<file path="src/rtl/frog_pkg.sv">
// rtl/frog_pkg.sv - shared types and keycode constants for the frog sprite sequencer
package frog_pkg;

    typedef enum logic [1:0] {
        UP    = 2'd0,
        RIGHT = 2'd1,
        DOWN  = 2'd2,
        LEFT  = 2'd3
    } dir_t;

    typedef enum logic [1:0] {
        IDLE = 2'd0,
        JUMP = 2'd1,
        LAND = 2'd2,
        DEAD = 2'd3
    } hop_state_t;

    localparam int JUMP_BIT = 2;

    localparam logic [7:0] KEY_W = 8'h1A;
    localparam logic [7:0] KEY_A = 8'h04;
    localparam logic [7:0] KEY_S = 8'h16;
    localparam logic [7:0] KEY_D = 8'h07;

endpackage

</file>
<file path="src/rtl/frog_hop_ctrl_if.sv">
// rtl/frog_hop_ctrl_if.sv - control/status bundle between game logic and the frog sequencer
interface frog_hop_ctrl_if;
    logic       frame_tick;
    logic [7:0] keycode;
    logic       die;
    logic       respawn;
    logic [9:0] frog_x;
    logic [9:0] frog_y;
    logic [2:0] dir;
    logic       busy;
    logic       hop_done;
    logic       dead;

    modport master (
        output frame_tick, keycode, die, respawn,
        input  frog_x, frog_y, dir, busy, hop_done, dead
    );

    modport slave (
        input  frame_tick, keycode, die, respawn,
        output frog_x, frog_y, dir, busy, hop_done, dead
    );
endinterface

</file>
<file path="src/rtl/frog_key_edge.sv">
// rtl/frog_key_edge.sv - keycode history and new-press detection with direction decode
module frog_key_edge
    import frog_pkg::*;
(
    input  logic       Clk,
    input  logic       Reset_n,
    input  logic [7:0] keycode,
    output logic       press,
    output dir_t       press_dir
);

    logic [7:0] prev_code;
    logic       key_valid;

    // Remember last cycle's code so a held key produces only one press.
    always_ff @(posedge Clk) begin
        if (!Reset_n) begin
            prev_code <= 8'd0;
        end else begin
            prev_code <= keycode;
        end
    end

    // Decode WASD; a press is a valid direction code that changed since last cycle.
    always_comb begin
        key_valid = 1'b1;
        press_dir = UP;
        case (keycode)
            KEY_W:   press_dir = UP;
            KEY_D:   press_dir = RIGHT;
            KEY_S:   press_dir = DOWN;
            KEY_A:   press_dir = LEFT;
            default: key_valid = 1'b0;
        endcase
        press = key_valid && (keycode != prev_code);
    end

endmodule

</file>
<file path="src/rtl/frog_hop_ctrl.sv">
// rtl/frog_hop_ctrl.sv - frog hop sequencer; define FROG_KEY_QUEUE_EN for a one-deep press queue
module frog_hop_ctrl
    import frog_pkg::*;
#(
    parameter int STEP_PX         = 24,
    parameter int HOP_FRAMES      = 4,
    parameter int COOLDOWN_FRAMES = 2,
    parameter int X_MAX           = 616,
    parameter int Y_MAX           = 456,
    parameter int START_X         = 312,
    parameter int START_Y         = 456
) (
    input  logic             Clk,
    input  logic             Reset_n,
    frog_hop_ctrl_if.slave   bus
);

    localparam int MOVE_PX = STEP_PX / HOP_FRAMES;

    hop_state_t state;
    logic [9:0] x_r;
    logic [9:0] y_r;
    logic [2:0] dir_r;
    logic       busy_r;
    logic       hop_done_r;
    logic       dead_r;
    logic [7:0] hop_cnt;
    logic [7:0] land_cnt;
    logic [9:0] tgt_x_r;
    logic [9:0] tgt_y_r;

    logic       press;
    dir_t       press_dir;
    logic       take;
    dir_t       take_dir;
    logic [10:0] tgt_x;
    logic [10:0] tgt_y;
    logic        in_range;

    frog_key_edge u_key_edge (
        .Clk       (Clk),
        .Reset_n   (Reset_n),
        .keycode   (bus.keycode),
        .press     (press),
        .press_dir (press_dir)
    );

`ifdef FROG_KEY_QUEUE_EN
    logic q_valid;
    dir_t q_dir;

    // Hold the latest press seen while busy; drained on the first IDLE cycle.
    always_ff @(posedge Clk) begin
        if (!Reset_n) begin
            q_valid <= 1'b0;
            q_dir   <= UP;
        end else if (bus.die || bus.respawn) begin
            q_valid <= 1'b0;
        end else if ((state == JUMP || state == LAND) && press) begin
            q_valid <= 1'b1;
            q_dir   <= press_dir;
        end else if (state == IDLE) begin
            q_valid <= 1'b0;
        end
    end

    assign take     = (state == IDLE) && (press || q_valid);
    assign take_dir = press ? press_dir : q_dir;
`else
    assign take     = (state == IDLE) && press;
    assign take_dir = press_dir;
`endif

    // Hop target in 11 bits so stepping below zero lands far above the legal range.
    always_comb begin
        tgt_x = {1'b0, x_r};
        tgt_y = {1'b0, y_r};
        case (take_dir)
            UP:      tgt_y = {1'b0, y_r} - 11'(STEP_PX);
            DOWN:    tgt_y = {1'b0, y_r} + 11'(STEP_PX);
            LEFT:    tgt_x = {1'b0, x_r} - 11'(STEP_PX);
            default: tgt_x = {1'b0, x_r} + 11'(STEP_PX);
        endcase
        in_range = (tgt_x <= 11'(X_MAX)) && (tgt_y <= 11'(Y_MAX));
    end

    // Hop FSM: die beats respawn, respawn beats normal sequencing.
    always_ff @(posedge Clk) begin
        if (!Reset_n) begin
            state      <= IDLE;
            x_r        <= 10'(START_X);
            y_r        <= 10'(START_Y);
            dir_r      <= 3'd0;
            busy_r     <= 1'b0;
            hop_done_r <= 1'b0;
            dead_r     <= 1'b0;
            hop_cnt    <= 8'd0;
            land_cnt   <= 8'd0;
            tgt_x_r    <= 10'd0;
            tgt_y_r    <= 10'd0;
        end else begin
            hop_done_r <= 1'b0;
            if (bus.die) begin
                state           <= DEAD;
                dir_r[JUMP_BIT] <= 1'b0;
                dead_r          <= 1'b1;
                busy_r          <= 1'b0;
            end else if (bus.respawn) begin
                state  <= IDLE;
                x_r    <= 10'(START_X);
                y_r    <= 10'(START_Y);
                dir_r  <= 3'd0;
                dead_r <= 1'b0;
                busy_r <= 1'b0;
            end else begin
                case (state)
                    IDLE: begin
                        if (take) begin
                            dir_r[1:0] <= take_dir;
                            if (in_range) begin
                                state           <= JUMP;
                                dir_r[JUMP_BIT] <= 1'b1;
                                busy_r          <= 1'b1;
                                hop_cnt         <= 8'd0;
                                tgt_x_r         <= tgt_x[9:0];
                                tgt_y_r         <= tgt_y[9:0];
                            end
                        end
                    end
                    JUMP: begin
                        if (bus.frame_tick) begin
                            hop_cnt <= hop_cnt + 8'd1;
                            if (hop_cnt == 8'(HOP_FRAMES - 1)) begin
                                x_r             <= tgt_x_r;
                                y_r             <= tgt_y_r;
                                dir_r[JUMP_BIT] <= 1'b0;
                                hop_done_r      <= 1'b1;
                                land_cnt        <= 8'd0;
                                state           <= LAND;
                            end else begin
                                case (dir_t'(dir_r[1:0]))
                                    UP:      y_r <= y_r - 10'(MOVE_PX);
                                    DOWN:    y_r <= y_r + 10'(MOVE_PX);
                                    LEFT:    x_r <= x_r - 10'(MOVE_PX);
                                    default: x_r <= x_r + 10'(MOVE_PX);
                                endcase
                            end
                        end
                    end
                    LAND: begin
                        if (bus.frame_tick) begin
                            land_cnt <= land_cnt + 8'd1;
                            if (land_cnt == 8'(COOLDOWN_FRAMES - 1)) begin
                                state  <= IDLE;
                                busy_r <= 1'b0;
                            end
                        end
                    end
                    default: begin
                    end
                endcase
            end
        end
    end

    assign bus.frog_x   = x_r;
    assign bus.frog_y   = y_r;
    assign bus.dir      = dir_r;
    assign bus.busy     = busy_r;
    assign bus.hop_done = hop_done_r;
    assign bus.dead     = dead_r;

endmodule

</file>
<file path="src/flat_wrapper.sv">
// flat-port wrapper written by rule: the top's interface ports become plain ports
module frog_hop_ctrl_flat import frog_pkg::*;
#(
    parameter int STEP_PX         = 24,
    parameter int HOP_FRAMES      = 4,
    parameter int COOLDOWN_FRAMES = 2,
    parameter int X_MAX           = 616,
    parameter int Y_MAX           = 456,
    parameter int START_X         = 312,
    parameter int START_Y         = 456
)
  (Clk, Reset_n, bus_frame_tick, bus_keycode, bus_die, bus_respawn, bus_frog_x, bus_frog_y, bus_dir, bus_busy, bus_hop_done, bus_dead);
  frog_hop_ctrl_if bus_i ();
  input  logic Clk;
  input  logic Reset_n;
  input wire logic [$bits(bus_i.frame_tick)-1:0] bus_frame_tick;
  input wire logic [$bits(bus_i.keycode)-1:0] bus_keycode;
  input wire logic [$bits(bus_i.die)-1:0] bus_die;
  input wire logic [$bits(bus_i.respawn)-1:0] bus_respawn;
  output wire logic [$bits(bus_i.frog_x)-1:0] bus_frog_x;
  output wire logic [$bits(bus_i.frog_y)-1:0] bus_frog_y;
  output wire logic [$bits(bus_i.dir)-1:0] bus_dir;
  output wire logic [$bits(bus_i.busy)-1:0] bus_busy;
  output wire logic [$bits(bus_i.hop_done)-1:0] bus_hop_done;
  output wire logic [$bits(bus_i.dead)-1:0] bus_dead;
  assign bus_i.frame_tick = bus_frame_tick;
  assign bus_i.keycode = bus_keycode;
  assign bus_i.die = bus_die;
  assign bus_i.respawn = bus_respawn;
  assign bus_frog_x = bus_i.frog_x;
  assign bus_frog_y = bus_i.frog_y;
  assign bus_dir = bus_i.dir;
  assign bus_busy = bus_i.busy;
  assign bus_hop_done = bus_i.hop_done;
  assign bus_dead = bus_i.dead;
  frog_hop_ctrl #(.STEP_PX(STEP_PX), .HOP_FRAMES(HOP_FRAMES), .COOLDOWN_FRAMES(COOLDOWN_FRAMES), .X_MAX(X_MAX), .Y_MAX(Y_MAX), .START_X(START_X), .START_Y(START_Y)) u_core (.Clk(Clk), .Reset_n(Reset_n), .bus(bus_i));
endmodule
</file>
<file path="config.mk">
export PLATFORM = sky130hd
export DESIGN_NAME = frog_hop_ctrl_flat
export DESIGN_NICKNAME = d
export VERILOG_FILES = /design/src/rtl/frog_pkg.sv /design/src/rtl/frog_hop_ctrl_if.sv /design/src/rtl/frog_key_edge.sv /design/src/rtl/frog_hop_ctrl.sv /design/src/flat_wrapper.sv
export SDC_FILE = /design/constraint.sdc
export NUM_CORES = 1
export LEC_CHECK = 0
export CORE_MARGIN = 1
export CORE_UTILIZATION = 53
export CTS_CLUSTER_DIAMETER = 150
export DETAILED_ROUTE_END_ITERATION = 10
export GPL_TIMING_DRIVEN = 0
export PLACE_DENSITY_LB_ADDON = 0.08
export SYNTH_ARGS = -nofsm -noshare
export SYNTH_HDL_FRONTEND = slang
export SYNTH_SLANG_ARGS = --single-unit
</file>
<file path="constraint.sdc">
create_clock -name Clk -period 11.15 [get_ports Clk]
set_clock_uncertainty 0.15 [all_clocks]
set_input_delay 2.7875 -clock Clk [delete_from_list [all_inputs] [get_ports Clk]]
set_output_delay 2.7875 -clock Clk [all_outputs]
set_load 0.02 [all_outputs]
</file>
==> impl_metrics.tcl, run 1 <==
set metrics [dict create \
    r2r_cells 10 \
    grt_max_degree 14 \
    cts-resized-gates 0 \
    clock_sinks 72 \
    async_flop_share_pct 0 \
    finalWirelength_um 11700 \
    vias 4277 \
    clockBufferDepth 2 \
    grt_pass1_vias 3807 \
    p_per_area_mw_per_mm2 110 \
    cts.htree.levels 3 \
    cp-start-kind "input port" \
    synth_seq_cells 72 \
    place_hpwl_um 8740 \
    regArea_mm2 0.00144 \
    grt_pass1_wl_um 18700 \
    vias_per_cell 5.80 \
    required_ps 11200 \
    cap_violations 0 \
    p_int_uw 442 \
    port_buffers 34 \
    arrival_ps 7590 \
    die_x_um 96.3 \
    min_path_type "flop to flop" \
    fin_nets 675 \
    whs_path_depth 2 \
    cts_setup_buffers 0 \
    avgSynthCellArea_um2 8.14 \
    rr_endpoint "u_core.tgt_x_r[7]$_SDFFE_PN0P_" \
    yosys_warnings 0 \
    num-fill-cells 807 \
    slew_violations 0 \
    core_mm2 0.00868 \
    vdd_drop_max_mv 0.0669 \
    hold_buffers 0 \
    p_clk_share_pct 42.7 \
    drt_iter0_drc 262 \
    yosys-top-cells-area "dfxtp_1 31%, ha_1 9.0%, nor2_1 5.7%, nand2_1 4.8%, xor2_1 4.3%" \
    cts_tree "done" \
    yosysMostFrequentCell "dfxtp_1" \
    start_util_pct 54.3 \
    crit_type "input port to flop" \
    clock_latency_ps 350 \
    grt_usage_pct 26.5 \
    synth_edf_count 0 \
    die_h_um 96.3 \
    critPathBufInv 4 \
    path_common_cell "a311oi_1" \
    p_leak_nw 2.21 \
    finalSetupTns_ps 0 \
    io_pins 39 \
    slowest_stage "nor4_4" \
    row_count 34 \
    placed_cell_area_mm2 0.00519 \
    critical_path.cell_chain "clkdlybuf4s50_1 -> or3_1 -> buf_6 -> nor4_4 -> nand2_1 -> inv_1 -> ha_1 -> a21oi_1 -> o211ai_1 -> xnor2_1 -> a311oi_1 -> o211ai_2 -> or2_2 -> nor2_1 -> clkbuf_1 -> a311oi_1" \
    final.period_utilization_pct 67.7 \
    worst_pin_slew_ps 701 \
    cts_root_buffer "clkbuf_8" \
    switching_power_uw 155 \
    yosys.area.top_type_share_pct 30.6 \
    reg2reg_slack_ps 7540 \
    die_area_mm2 0.00927 \
    cts_buffers 9 \
    combPwrFrac_pct 12.3 \
    yosysUniqueCellTypes 61 \
    seqPwrFrac_pct 45.0 \
    hold_violations 0 \
    power.total_uw 597 \
    r2r_start "u_core.bus.frog_y[4]$_SDFFE_PN0P_" \
    grt.overflow.total 0 \
    multi_input_area_mm2 0.00299 \
    min-delay-start "u_core.tgt_y_r[9]$_SDFFE_PN0P_" \
    path_delay_family "simple AND/OR/NAND/NOR gates" \
    clk_pin_slew_ps 80 \
    worstPathMaxFanout 10 \
    setup_viol 0 \
    rsz0062_at_grt "no" \
    syn_nets 630 \
    whs_endpoint "u_core.tgt_y_r[9]$_SDFFE_PN0P_" \
    antennaDiodeCount 0 \
    slowest_delay_ps 640 \
    layout_min_cycle_time_ps 7540 \
    ys_seq_area_share_pct 30.6 \
    cp-end-kind "flop" \
    design_area_mm2 0.00543 \
    antenna_found_initial 0 \
    antenna_left 0 \
    area_growth_pct 15.2 \
    gp_congestion 0.898 \
    route.detailed.wl_per_inst_um 15.8 \
    syn_inst 579 \
    synthesis.area_mm2 0.00471 \
    yosys_most_used_dff "dfxtp_1" \
    switching_share_pct 25.9 \
    yosys.area.top_type "dfxtp_1" \
    max_freq_mhz 133 \
    slew_headroom_pct 52.9 \
    final_layout_size_suffix_gt1_share_pct 5.72 \
    firstDrtPassIters 4 \
    ys_top_cells_by_count "72 x dfxtp_1, 71 x nor2_1, 60 x nand2_1" \
    outcome "completed" \
    drc 0 \
]
[cells in the final DEF, fill, tap and decap left out, types with 4 or more instances in the layout]
master	synthesis	final
xor2_1	23	23
and2_1	14	14
nand4_1	4	4
o21ai_0	24	24
xnor2_1	19	19
a21o_1	7	7
a311oi_1	10	10
mux2i_1	16	16
dfxtp_1	72	72
or3_1	5	5
nand3_1	12	12
a22oi_1	6	6
o21bai_1	8	8
nand2_1	60	60
and3_1	4	4
o22ai_1	5	5
clkdlybuf4s50_1	0	34
fa_1	4	4
o31ai_1	5	5
a211oi_1	8	8
clkbuf_8	0	9
buf_4	6	6
nor2_1	71	71
ha_1	34	34
nor4_1	4	4
a21oi_1	34	34
inv_1	31	31
a31oi_1	5	5
o211ai_1	5	5
nor3_1	13	13
clkbuf_1	17	18
[worst max path at each step]
stage	cells after the start	endpoint	from
2_1_floorplan	14	u_core.hop_cnt[7]$_SDFFE_PN0P_	bus_keycode[5]
3_3_place_gp	17	u_core.tgt_y_r[1]$_SDFFE_PN0P_	bus_keycode[5]
3_5_place_dp	17	u_core.tgt_x_r[3]$_SDFFE_PN0P_	bus_keycode[5]
4_1_cts	17	u_core.tgt_x_r[3]$_SDFFE_PN0P_	bus_keycode[5]
5_1_grt	17	u_core.tgt_y_r[0]$_SDFFE_PN0P_	bus_keycode[5]
6_report	16	u_core.tgt_x_r[7]$_SDFFE_PN0P_	bus_keycode[5]
[worst reg2reg max path: stages, from the launching register on]
cell and delay (ps):
dfxtp_1 480, ha_1 300, a211oi_1 270, o21ai_0 220, a311oi_1 380, mux2i_1 230, o22ai_1 200, or2_2 350
nor2_1 230, clkbuf_1 480, a311oi_1 170
[metrics by stage]
step	std cells	utilization [%]	hold WS (ps)	setup slack, ps
6_report	737	62.6	301	3610
5_1_grt	737	62.6	339	3210
4_1_cts	737	62.6	297	3640
3_5_place_dp	721	59.8	286	3300
3_3_place_gp	721	59.8	271	3360
2_1_floorplan	579	-	260	4480
[registers in the layout (all words and copies together) (netlist names)]
signal / count
u_core.land_cnt: 8
u_core.bus.busy: 1
u_core.tgt_x_r: 10
u_core.state: 2
u_core.hop_cnt: 8
u_core.bus.dead: 1
u_core.tgt_y_r: 10
u_core.bus.frog_y: 10
u_core.bus.hop_done: 1
u_core.bus.frog_x: 10
u_core.bus.dir: 3
u_core.u_key_edge.prev_code: 8
[power by group through the flow]
stage	combinational (mW)	sequential [mW]	clock [mW]
global route	0.0811	0.270	0.270
global placement	0.0709	0.274	0
finish	0.0735	0.269	0.255
CTS	0.0732	0.269	0.256
floorplan	0.0503	0.275	0
detailed placement	0.0726	0.275	0
[area by class of cell]
type                            instances  area share (%)
Tap cell                              108            2.49
Timing Repair Buffer                   34            6.27
Inverter                               33            2.28
Clock buffer                           10            2.35
Buffer                                 29            2.88
Multi-Input combinational cell        445            55.1
Sequential cell                        72            26.5
Clock inverter                          6            2.12
[metal layers]
| metal | GRT usage (%) | up-vias | wire length, um |
|---|---|---|---|
| met5 | 0 | - | 0 |
| met3 | 4.98 | 14 | 522 |
| met2 | 41.2 | 100 | 5330 |
| met4 | 8.58 | 0 | 170 |
| li1 | - | 2138 | - |
| met1 | 36.9 | 2025 | 5650 |
[cells by family after synthesis]
group | count (synthesis) | synth area share [%]
multiplexers | 16 | 3.40
AO/OA/AOI/OAI | 147 | 21.4
flip-flops | 72 | 30.6
buffers and inverters | 62 | 5.95
AND/OR/NAND/NOR | 202 | 20.1
adder cells (fa/ha/maj) | 38 | 10.7
XOR/XNOR | 42 | 7.81
(Power assumes the default switching activity.)
==> run 2: changes to the inputs <==
clock period = 7.7 ns   (was 11.15 ns; I/O delays follow)
==> results of run 2 <==
The final DEF is identical to that of run 1. Status: completed.
Among the figures that moved: setup slack after placement 3300 ps -> 709 ps; setup slack after layout 3610 ps -> 1020 ps; register-to-register setup slack 7540 ps -> 4090 ps; total power 0.597 mW -> 0.864 mW; worst IR drop on VDD 0.0669 mV -> 0.0969 mV
==> run 3: changes to the inputs <==
MAX_ROUTING_LAYER = met4   (was not set)
==> run 3 against run 2 <==
Total power grew 0.14%. Global-route usage grew 0.78 points. Maximum frequency shrank 0.76%. First-iteration DRC count shrank 3.8%. Critical path depth grew 1. Non-clock buffer count is the same. Sequential power is essentially flat. Die area is the same. Sequential share of layout area is the same. Critical path type unchanged. Largest power group unchanged. Critical endpoint is now u_core.tgt_x_r[3]$_SDFFE_PN0P_. Utilization is the same. Hold slack gained 2.4 ps. Wire length grew 0.28%.
==> impl_metrics.tcl, run 3 (same netlist as run 1, synthesis figures left out) <==
set metrics [dict create \
    outcome "completed" \
    cts.htree.levels 3 \
    antenna_left 0 \
    finalWirelength_um 11700 \
    slew_violations 0 \
    rsz0062_at_grt "no" \
    arrival_ps 6840 \
    cts_root_buffer "clkbuf_8" \
    placed_cells 721 \
    clock_latency_ps 350 \
    power.total_uw 865 \
    clk_pin_slew_ps 80 \
    grt.met1_usage_pct 37.0 \
    p_per_area_mw_per_mm2 159 \
    cts_tree "done" \
    clockBufferDepth 2 \
    path_common_cell "nor2_1" \
    start_util_pct 54.3 \
    slew_headroom_pct 51.2 \
    globalRouteMet3Util_pct 4.90 \
    final_common_cell "dfxtp_1" \
    layout_min_cycle_time_ps 6730 \
    grt_pass1_wl_um 18700 \
    die_h_um 96.3 \
    firstDrtPassIters 5 \
    vias 4331 \
    cp-end-kind "flop" \
    place_hpwl_um 8740 \
    final.period_utilization_pct 87.4 \
    antennaDiodeCount 0 \
    min_path_type "flop to flop" \
    dp_slack_ps 709 \
    final_layout_size_suffix_gt1_share_pct 5.72 \
    cap_violations 0 \
    hold_buffers 0 \
    die_x_um 96.3 \
    core_mm2 0.00868 \
    row_count 34 \
    cts-resized-gates 0 \
    area_growth_pct 15.2 \
    grt.overflow.total 0 \
    drt_iter0_drc 252 \
    hold_violations 0 \
    cts_setup_buffers 0 \
    setup_ws_ps 968 \
    grt_usage_pct 27.3 \
    cp-start-kind "input port" \
    die_area_mm2 0.00927 \
    max_freq_mhz 149 \
    critPathBufInv 4 \
    cts_buffers 9 \
    gp_congestion 0.913 \
    grt_pass1_vias 3815 \
    met2_usage_pct 41.1 \
    drc 0 \
    vias_per_cell 5.88 \
    crit_type "input port to flop" \
    critical_path.cell_chain "clkdlybuf4s50_1 -> or3_1 -> buf_6 -> nor4_4 -> nand2_1 -> inv_1 -> ha_1 -> a21oi_1 -> o211ai_1 -> xnor2_1 -> a311oi_1 -> o211ai_2 -> or2_2 -> nor2_1 -> buf_2 -> nor2_1 -> a211oi_1" \
    port_buffers 34 \
    p_leak_nw 2.21 \
    clock_sinks 72 \
    grt_max_degree 14 \
    io_pins 39 \
    vdd_drop_max_mv 0.0980 \
    mostFrequentLayoutCells "72 x dfxtp_1, 71 x nor2_1, 60 x nand2_1" \
    final_cells 737 \
    design_area_mm2 0.00543 \
    slowest_stage "nor4_4" \
    required_ps 7810 \
    busiest_layer "met2" \
    slowest_delay_ps 660 \
    setup_viol 0 \
    worst_pin_slew_ps 727 \
    fin_nets 675 \
    route.detailed.wl_per_inst_um 15.9 \
    antenna_found_initial 0 \
    placed_cell_area_mm2 0.00519 \
    finalSetupTns_ps 0 \
    worstPathMaxFanout 10 \
    path_delay_family "simple AND/OR/NAND/NOR gates" \
]
run 3: cell counts in the layout (fill, tap and decap cells not counted):
No cell type changed its count.
run 3: worst paths after layout:
kind,startpoint,cells after the start,endpoint,slack [ps]
worst min-delay path,u_core.tgt_y_r[9]$_SDFFE_PN0P_,2,u_core.tgt_y_r[9]$_SDFFE_PN0P_,300
worst max register to register,u_core.bus.frog_y[4]$_SDFFE_PN0P_,11,u_core.tgt_x_r[3]$_SDFFE_PN0P_,4110
worst max-delay path,bus_keycode[5],17,u_core.tgt_x_r[3]$_SDFFE_PN0P_,970
worst min register to register,u_core.tgt_y_r[9]$_SDFFE_PN0P_,2,u_core.tgt_y_r[9]$_SDFFE_PN0P_,300
run 3: cell type report:
type | instances | area, um2
fillers | 807 | 3250
multi-input cells | 445 | 2990
flip-flops and latches | 72 | 1440
repair buffers | 34 | 340
plain buffers | 29 | 156
well taps | 108 | 135
clock buffers | 10 | 128
inverters | 33 | 124
clock inverters | 6 | 115
run 3: tightest hold or removal path, stage by stage, from the launching register on:
cell     delay [ps]
dfxtp_1         310
nand2_1          60
nor2_1           40
run 3: stage by stage:
| step | hold slack [ps] | util, % |
|---|---|---|
| after floorplan | 260 | - |
| after global placement | 271 | 59.8 |
| after global routing | 339 | 62.6 |
| after CTS | 297 | 62.6 |
| final | 303 | 62.6 |
| after detailed placement | 286 | 59.8 |
run 3: power breakdown:
part | total, mW | leakage (nW) | switching, mW | internal, mW
Clock | 0.370 | 0.117 | 0.152 | 0.218
Combinational | 0.106 | 1.51 | 0.0636 | 0.0429
Sequential | 0.389 | 0.584 | 0.00929 | 0.380
Total | 0.865 | 2.21 | 0.225 | 0.640
run 3: layer usage:
layer  wire length (um)  share of wire, %  vias up
li1                   -                 -     2142
met1               5590                48     2041
met2               5270                45      124
met3                613               5.2       24
met4                239               2.0        0
met5                  0                 0        -
